--- src/rtl/sd_spi_cmd.sv ---
// Purpose: SPI-mode SD command engine; power-up clock train, 48-bit command frames, R1 response capture.
// Latency: request accepted in IDLE; Busy the next cycle; pulse after (8+48+wait+8+8) or 80 SCK periods.
// Backpressure: CmdRdy=0 while a sequence runs; InitReq/CmdReq outside IDLE are ignored, not queued.
//
// Ports:
//   CK, RSTN                        50 MHz clock, asynchronous active-low reset
//   InitReq                         80 SCK with CS high (always slow divider)
//   CmdReq/CmdRdy                   command handshake; CmdIdx/CmdArg/CmdCrc/FastClk captured at accept
//   Busy                            sequence in progress
//   RespValid/RespTimeout/Resp      one-cycle completion pulse and R1 byte (8'hFF on timeout)
//   SdCkOut/SdCmdOut/SdCmdEn        SCK and MOSI pad nets
//   SdDat0In                        MISO from the card
//   SdDat3Out/SdDat3En              chip select (active low) pad nets
// Build option: define SD_CRC7_EN to generate the frame CRC7 internally (CmdCrc then ignored).
module sd_spi_cmd #(
  parameter int DIV_SLOW = 62,
  parameter int DIV_FAST = 1,
  parameter int NCR_MAX  = 16
) (
  input  logic        CK,
  input  logic        RSTN,
  input  logic        InitReq,
  input  logic        CmdReq,
  output logic        CmdRdy,
  input  logic        FastClk,
  input  logic [5:0]  CmdIdx,
  input  logic [31:0] CmdArg,
  input  logic [6:0]  CmdCrc,
  output logic        Busy,
  output logic        RespValid,
  output logic        RespTimeout,
  output logic [7:0]  Resp,
  output logic        SdCkOut,
  output logic        SdCmdOut,
  output logic        SdCmdEn,
  input  logic        SdDat0In,
  output logic        SdDat3Out,
  output logic        SdDat3En
);

  localparam int DMAX      = (DIV_SLOW > DIV_FAST) ? DIV_SLOW : DIV_FAST;
  localparam int DW        = $clog2(DMAX + 2);
  localparam int WAIT_BITS = NCR_MAX * 8;
  localparam int BW        = $clog2(((WAIT_BITS > 80) ? WAIT_BITS : 80) + 1);
  localparam logic [BW-1:0] CNT_MAX = '1;

  typedef enum logic [2:0] {
    S_IDLE, S_INIT, S_PRE, S_SEND, S_WAIT, S_RESP, S_TAIL
  } state_t;

  state_t          state_q, state_d;
  logic [DW-1:0]   div_q, div_cnt;
  logic            sck_q;
  logic [BW-1:0]   bit_cnt;
  logic [47:0]     shreg;
  logic [7:0]      resp_q;
  logic            tout_q, rvld_q, rto_q;
  logic            tick, rise, fall, last_bit, acc_init, acc_cmd;
  logic [6:0]      crc_field;

`ifdef SD_CRC7_EN
  logic [6:0] crc_q, crc_nxt;
  logic       crc_fb;
  // Serial CRC7, poly x^7+x^3+1, fed with the bit currently on MOSI.
  assign crc_fb    = shreg[47] ^ crc_q[6];
  assign crc_nxt   = {crc_q[5:3], crc_q[2] ^ crc_fb, crc_q[1:0], crc_fb};
  assign crc_field = 7'h00;
`else
  assign crc_field = CmdCrc;
`endif

  always_ff @(posedge CK or negedge RSTN) begin
    if (!RSTN) state_q <= S_IDLE;
    else       state_q <= state_d;
  end

  // Phase changes happen only on an SCK falling tick, so MOSI for the next
  // phase is set up a full half-period before the card samples it.
  always_comb begin
    state_d  = state_q;
    last_bit = 1'b0;
    tick     = (state_q != S_IDLE) && (div_cnt == div_q);
    rise     = tick && !sck_q;
    fall     = tick && sck_q;
    acc_init = (state_q == S_IDLE) && InitReq;
    acc_cmd  = (state_q == S_IDLE) && !InitReq && CmdReq;
    case (state_q)
      S_IDLE: begin
        if (acc_init)     state_d = S_INIT;
        else if (acc_cmd) state_d = S_PRE;
      end
      S_INIT: begin
        last_bit = (bit_cnt == BW'(79));
        if (fall && last_bit) state_d = S_IDLE;
      end
      S_PRE: begin
        last_bit = (bit_cnt == BW'(7));
        if (fall && last_bit) state_d = S_SEND;
      end
      S_SEND: begin
        last_bit = (bit_cnt == BW'(47));
        if (fall && last_bit) state_d = S_WAIT;
      end
      S_WAIT: begin
        // resp_q stays all-ones until the first 0 is shifted in.
        last_bit = !resp_q[0] || (bit_cnt == BW'(WAIT_BITS - 1));
        if (fall && last_bit) state_d = resp_q[0] ? S_TAIL : S_RESP;
      end
      S_RESP: begin
        last_bit = (bit_cnt == BW'(6));
        if (fall && last_bit) state_d = S_TAIL;
      end
      S_TAIL: begin
        last_bit = (bit_cnt == BW'(7));
        if (fall && last_bit) state_d = S_IDLE;
      end
      default: state_d = S_IDLE;
    endcase
  end

  always_ff @(posedge CK or negedge RSTN) begin
    if (!RSTN) begin
      div_q   <= '0;
      div_cnt <= '0;
      sck_q   <= 1'b0;
      bit_cnt <= '0;
      shreg   <= '0;
      resp_q  <= 8'hFF;
      tout_q  <= 1'b0;
      rvld_q  <= 1'b0;
      rto_q   <= 1'b0;
`ifdef SD_CRC7_EN
      crc_q   <= '0;
`endif
    end else begin
      rvld_q <= 1'b0;
      rto_q  <= 1'b0;
      if (acc_init || acc_cmd) begin
        div_q   <= (acc_cmd && FastClk) ? DW'(DIV_FAST) : DW'(DIV_SLOW);
        div_cnt <= '0;
        sck_q   <= 1'b0;
        bit_cnt <= '0;
        if (acc_cmd) begin
          shreg  <= {2'b01, CmdIdx, CmdArg, crc_field, 1'b1};
          resp_q <= 8'hFF;
          tout_q <= 1'b0;
`ifdef SD_CRC7_EN
          crc_q  <= '0;
`endif
        end
      end else if (state_q != S_IDLE) begin
        div_cnt <= tick ? '0 : div_cnt + 1'b1;
        if (rise) begin
          sck_q <= 1'b1;
          if (state_q == S_WAIT || state_q == S_RESP)
            resp_q <= {resp_q[6:0], SdDat0In};
        end
        if (fall) begin
          sck_q <= 1'b0;
          if (last_bit)                bit_cnt <= '0;
          else if (bit_cnt != CNT_MAX) bit_cnt <= bit_cnt + 1'b1;
          if (state_q == S_SEND) begin
`ifdef SD_CRC7_EN
            if (bit_cnt < BW'(40)) crc_q <= crc_nxt;
            // After the 40th bit the CRC slot moves to the top of the shifter.
            if (bit_cnt == BW'(39)) shreg <= {crc_nxt, shreg[39:0], 1'b1};
            else                    shreg <= {shreg[46:0], 1'b1};
`else
            shreg <= {shreg[46:0], 1'b1};
`endif
          end
          if (state_q == S_WAIT && last_bit && resp_q[0]) tout_q <= 1'b1;
          if (state_q == S_TAIL && last_bit) begin
            rvld_q <= !tout_q;
            rto_q  <= tout_q;
          end
        end
      end
    end
  end

  assign CmdRdy      = (state_q == S_IDLE);
  assign Busy        = (state_q != S_IDLE);
  assign RespValid   = rvld_q;
  assign RespTimeout = rto_q;
  assign Resp        = resp_q;
  assign SdCkOut     = sck_q;
  assign SdCmdOut    = (state_q == S_SEND) ? shreg[47] : 1'b1;
  assign SdCmdEn     = 1'b1;
  assign SdDat3Out   = !(state_q == S_PRE || state_q == S_SEND ||
                         state_q == S_WAIT || state_q == S_RESP);
  assign SdDat3En    = 1'b1;

endmodule

--- config.mk ---
export PLATFORM = sky130hd
export DESIGN_NAME = sd_spi_cmd
export DESIGN_NICKNAME = d
export VERILOG_FILES = /design/src/rtl/sd_spi_cmd.sv
export SDC_FILE = /design/constraint.sdc
export NUM_CORES = 1
export LEC_CHECK = 0
export CELL_PAD_IN_SITES_DETAIL_PLACEMENT = 2
export CELL_PAD_IN_SITES_GLOBAL_PLACEMENT = 2
export CORE_AREA = 2 2 85 148
export CTS_CLUSTER_DIAMETER = 50
export DETAILED_ROUTE_END_ITERATION = 10
export DIE_AREA = 0 0 87 150
export GPL_TIMING_DRIVEN = 1
export PLACE_DENSITY_LB_ADDON = 0.3
export SLEW_MARGIN = 5
export SYNTH_ARGS = -nofsm -noshare
export SYNTH_HDL_FRONTEND = slang
export SYNTH_SLANG_ARGS = --single-unit
--- constraint.sdc ---
create_clock -name CK -period 5 [get_ports CK]
set_clock_uncertainty 0.2 [all_clocks]
set_input_delay 1.25 -clock CK [delete_from_list [all_inputs] [get_ports CK]]
set_output_delay 1.25 -clock CK [all_outputs]
set_load 0.05 [all_outputs]
# Yosys cells after proc, flatten, opt, wreduce, memory -nomap -nowiden
# Index checks and enable logic that the tools add are counted.
[classes]
n_addsub = 2
eq_ne = 21
mux = 48
reduce_logical = 43
[ops]
columns = ["cell", "n"]
rows = [
  ["$mux W48", 5],
  ["$mux W8", 10],
  ["$mux W3", 8],
  ["$mux W6", 4],
  ["$pmux W3 S7", 1],
  ["$mux W1", 18],
  ["$eq A8 B3 Y1 const B", 2],
  ["$eq A8 B7 Y1 const B", 2],
  ["$logic_and A1 B1 Y1", 15],
  ["$ne A2 B2 Y1 const B", 7],
  ["$reduce_and A4 Y1", 3],
  ["$reduce_bool A2 Y1", 6],
  ["$eq A3 B3 Y1 const B", 3],
  ["$reduce_bool A3 Y1", 3],
  ["$add A8 B1 Y8 const B", 1],
  ["$eq A8 B6 Y1 const B", 1],
  ["$ne A8 B8 Y1 const B", 1],
  ["$reduce_and A7 Y1", 1],
  ["$add A6 B1 Y6 const B", 1],
  ["$eq A3 B2 Y1 const B", 2],
  ["$eq A6 B6 Y1", 1],
  ["$logic_or A1 B1 Y1", 6],
  ["$logic_not A1 Y1", 5],
  ["$pmux W1 S5", 1],
  ["7 further kinds", 7],
]
[word_totals]
regBits = 83
in_bits = 51
output_inout_bits = 17
elab_cells = 124

# Logic depth before layout (Yosys ltp)
[logic_depth]
word_depth = 9
mapped_depth = 10
mapped_depth_nobuf = 7

# Worst setup path after synthesis
# OpenSTA, ideal clock, no wires.
[synth_path]
path_type = "reg-to-output"
start = "reg state_q[0]"
end = "out SdCmdOut"
arrival_time_ns = 1.346
required_ns = 3.550
setup_slack_ns = 2.204
path_stages_with_launch = 5
n_path_buf = 1
cell_sequence = "dfrtp_1 > clkbuf_1 > nor2b_1 > nand2_1 > or2_2"
[synth_between]
elab_chain_cells = 2
[synth_rtl]
columns = ["element", "line_no", "rtl"]
rows = [
  ["start: declaration", "51", "state_t state_q, state_d;"],
  ["start signal: assignment", "74", "else state_q <= state_d;"],
  ["$eq A3 B2 Y1", "188", "assign SdCmdOut = (state_q == S_SEND) ? shreg[47] : 1'b1;"],
  ["$mux W1", "188", ""],
  ["end: declaration", "34", "output logic SdCmdOut,"],
]
# No other way between the ends.

# Final worst setup path
[layout_path]
start = "reg state_q[1]"
end = "out SdDat3Out"
[layout_between]
elab_chain_cells = 5
elab_cells_between_ends = 8
cone_classes = "eq/ne (4); reduce/logical (4)"
[layout_rtl]
columns = ["element", "line_no", "rtl"]
rows = [
  ["$eq A3 B2 Y1", "190", "assign SdDat3Out = !(state_q == S_PRE || state_q == S_SEND ||"],
  ["$logic_or A1 B1 Y1 (2 in series)", "190", ""],
  ["$logic_or A1 B1 Y1 *", "191", "state_q == S_WAIT || state_q == S_RESP);"],
  ["$logic_not A1 Y1 *", "190", ""],
  ["end: declaration", "37", "output logic SdDat3Out,"],
]
# Mark *: on every way between the ends. The rest lies on a longest branch, timed or not.

==> impl_metrics.env <==
export IMPL_cts_sinks=79
export IMPL_syn_avg_cell_area_um2=9.67
export IMPL_internal_power_mw=1.53
export IMPL_synth_edf_count=0
export IMPL_numPortBuffers=65
export IMPL_ant_nets=0
export IMPL_synth_warnings=0
export IMPL_fin_crit_sh_pct=80.6
export IMPL_overflow=0
export IMPL_cts_path_max_buffers=2
export IMPL_vias_per_cell=5.42
export IMPL_irDropWorstVdd_mv=0.305
export IMPL_grt_total_usage_pct=19.6
export IMPL_antenna_found_initial=0
export IMPL_synth_seq_area_share_pct=47.3
export IMPL_grt_max_degree=80
export IMPL_async_flop_share_pct=100
export IMPL_drive_gt1_share_pct=9.51
export IMPL_cts_repair_resized=0
export IMPL_crit_fanout=17
export IMPL_final_nets=544
export IMPL_rsz0062_at_grt="no"
export IMPL_regToRegSetupSlack_ns=1.91
export IMPL_cp_data_arrival_time_ns=2.58
export IMPL_grt_pass1_wl_um=19900
export IMPL_critical_path_class="reg -> out"
export IMPL_synth_top_area_share_pct=42.3
export IMPL_synth_area_leaders="dfrtp_1, mux2i_1, nand2_1, o21ai_0, dfstp_2"
export IMPL_die_width_um=87
export IMPL_post_cts_buffers=0
export IMPL_p_sw_share_pct=41.2
export IMPL_cp_end_kind="output port"
export IMPL_io_pins=68
export IMPL_grtUsageMet2_pct=36.9
export IMPL_yosys_area_top_type="dfrtp_1"
export IMPL_cts_reportedPaths_clkPinSlew_ns=0.06
export IMPL_grt_pass1_vias=3914
export IMPL_drc=0
export IMPL_ctsHoldBuffers=0
export IMPL_fmax_mhz=248
export IMPL_status="finished clean"
export IMPL_num_rows=53
export IMPL_hold_violations=0
export IMPL_clock_power_share_pct=24.1
export IMPL_drv_cap=0
export IMPL_min_path_type="reg -> reg"
export IMPL_clockRootBuffer="clkbuf_16"
export IMPL_gp_congestion=0.795
export IMPL_finalWirelength_um=12100
export IMPL_hold_worst_slack_ns=0.281
export IMPL_synth_cell_type_count=59
export IMPL_synthToLayoutAreaGrowth_pct=23.2
export IMPL_synth_cells=434
export IMPL_met1_usage_pct=21.0
export IMPL_initial_utilization_pct=35.4
export IMPL_top_usage_layer="met2"
export IMPL_first_pass_iters=4
export IMPL_via_count=3420
export IMPL_avgRoutedWirePerCell_um=19.1
export IMPL_finish_utilization_pct=43.6
export IMPL_cp_required_ns=3.55
export IMPL_die_area_um2=13100
export IMPL_placed_cell_area_um2=4890
export IMPL_synth_area_um2=4200
export IMPL_cts_tree="built"
export IMPL_seqPwrFrac_pct=37.9
export IMPL_p_leak_nw=2.37
export IMPL_n_fill_cell=1274
export IMPL_htree_levels=3
export IMPL_pwr_share_comb_pct=37.9
export IMPL_cts_buffers=9
export IMPL_place_hpwl_um=8680
export IMPL_ys_ff_latch=79
export IMPL_setup_viol=0
export IMPL_switchingPower_mw=1.07
export IMPL_min_period_ns=4.03
export IMPL_finalMaxSlewViolations=0
export IMPL_worstMarginPinSlew_ns=1.04
export IMPL_detail_route_iter0_violations=106
export IMPL_die_h_um=150
export IMPL_fin_area_um2=5170
export IMPL_start_kind="register"
export IMPL_setup_tns_ns=0
export IMPL_synth_flop_cell="dfrtp_1"
export IMPL_antenna_cells=0
export IMPL_max_slew_margin_rel_pct=30.5
export IMPL_power_density_nw_per_um2=503
export IMPL_clk_latency_ns=0.34
export IMPL_grtUsageMet3_pct=3.36
export IMPL_core_um2=11900
[power by group through the flow]
stage                     Sequential (mW)  Clock [mW]  Combinational, mW
after CTS                           0.990       0.651               1.01
final                               0.987       0.629              0.988
after global routing                 1.01       0.676               1.10
after floorplan                      1.05           0              0.625
after global placement              0.987           0              0.949
after detailed placement            0.999           0              0.999
[registers in the layout, indices dropped and copies added (netlist names)]
name         cells
shreg           48
Resp             8
bit_cnt          8
div_cnt          6
state_q          3
div_q            2
RespTimeout      1
RespValid        1
SdCkOut          1
tout_q           1
[metal layers]
layer | wire length (um) | vias up
met5 | 0 | -
met4 | 276 | 0
met3 | 332 | 19
met2 | 6850 | 59
met1 | 4620 | 1710
li1 | - | 1632
[cell type report]
| class | instances | area (um2) | share of cell area [%] |
|---|---|---|---|
| Multi-Input combinational cell | 323 | 2020 | 39.1 |
| Sequential cell | 79 | 1990 | 38.4 |
| Timing Repair Buffer | 70 | 686 | 13.3 |
| Clock buffer | 9 | 225 | 4.36 |
| Tap cell | 137 | 171 | 3.31 |
| Clock inverter | 7 | 57.6 | 1.11 |
| Inverter | 6 | 22.5 | 0.436 |
[final timing paths]
| kind | start | to | depth (start not counted) |
|---|---|---|---|
| worst max-delay path | state_q[1] | SdDat3Out | 3 |
| worst min-delay path | tout_q | RespValid | 1 |
| worst max register to register | state_q[1] | shreg[44] | 6 |
| worst min register to register | tout_q | RespValid | 1 |
| max in group asynchronous | RSTN | RespTimeout | 1 |
| min in group asynchronous | RSTN | div_q[0] | 1 |
[worst max-delay path, cell delays in order, from the launching register on]
cell and delay (ns):
dfrtp_1 0.68, inv_1 0.24, ha_1 0.47, clkdlybuf4s50_1 0.84
[cells in the mapped netlist, drive strengths merged (5+ instances only)]
| cell | number |
|---|---|
| and2 | 5 |
| nor2b | 5 |
| nand2 | 76 |
| buf | 19 |
| inv | 6 |
| dfstp | 8 |
| dfrtp | 71 |
| o21ai | 72 |
| clkbuf | 8 |
| nand3 | 6 |
| nor3 | 10 |
| nor2 | 34 |
| nand2b | 5 |
| a31oi | 6 |
| mux2i | 46 |
[through the flow]
stage	power [mW]	setup WS (ns)	cells
after floorplan	1.67	2.20	435
after global placement	1.94	1.28	615
after detailed placement	2.00	1.20	615
after CTS	2.65	0.908	631
after global routing	2.79	0.820	631
final	2.60	0.970	631
[cells in the final DEF, fill, tap and decap left out, types with 6 or more instances in the layout]
master	n
dfstp_2	8
nand2_1	76
mux2i_1	46
o21ai_1	20
nor3_1	8
clkdlybuf4s50_1	64
buf_4	6
dfrtp_1	71
clkbuf_16	9
o21ai_0	49
nor2_1	32
[logic make-up (layout without fill, tap and decap cells)]
| group | Yosys count | in the layout | synth area share, % |
|---|---|---|---|
| other | 1 | 2 | 0.0893 |
| AOI/OAI and AO/OA | 105 | 105 | 15.4 |
| xor gates and xnor gates | 6 | 6 | 1.25 |
| DFF | 79 | 79 | 47.3 |
| muxes | 46 | 46 | 11.0 |
| adders and majority gates | 4 | 4 | 1.19 |
| buffers and inverters | 33 | 92 | 4.95 |
| and+or+nand+nor | 160 | 160 | 18.8 |
Note: power is estimated with default switching activity, not from simulation.
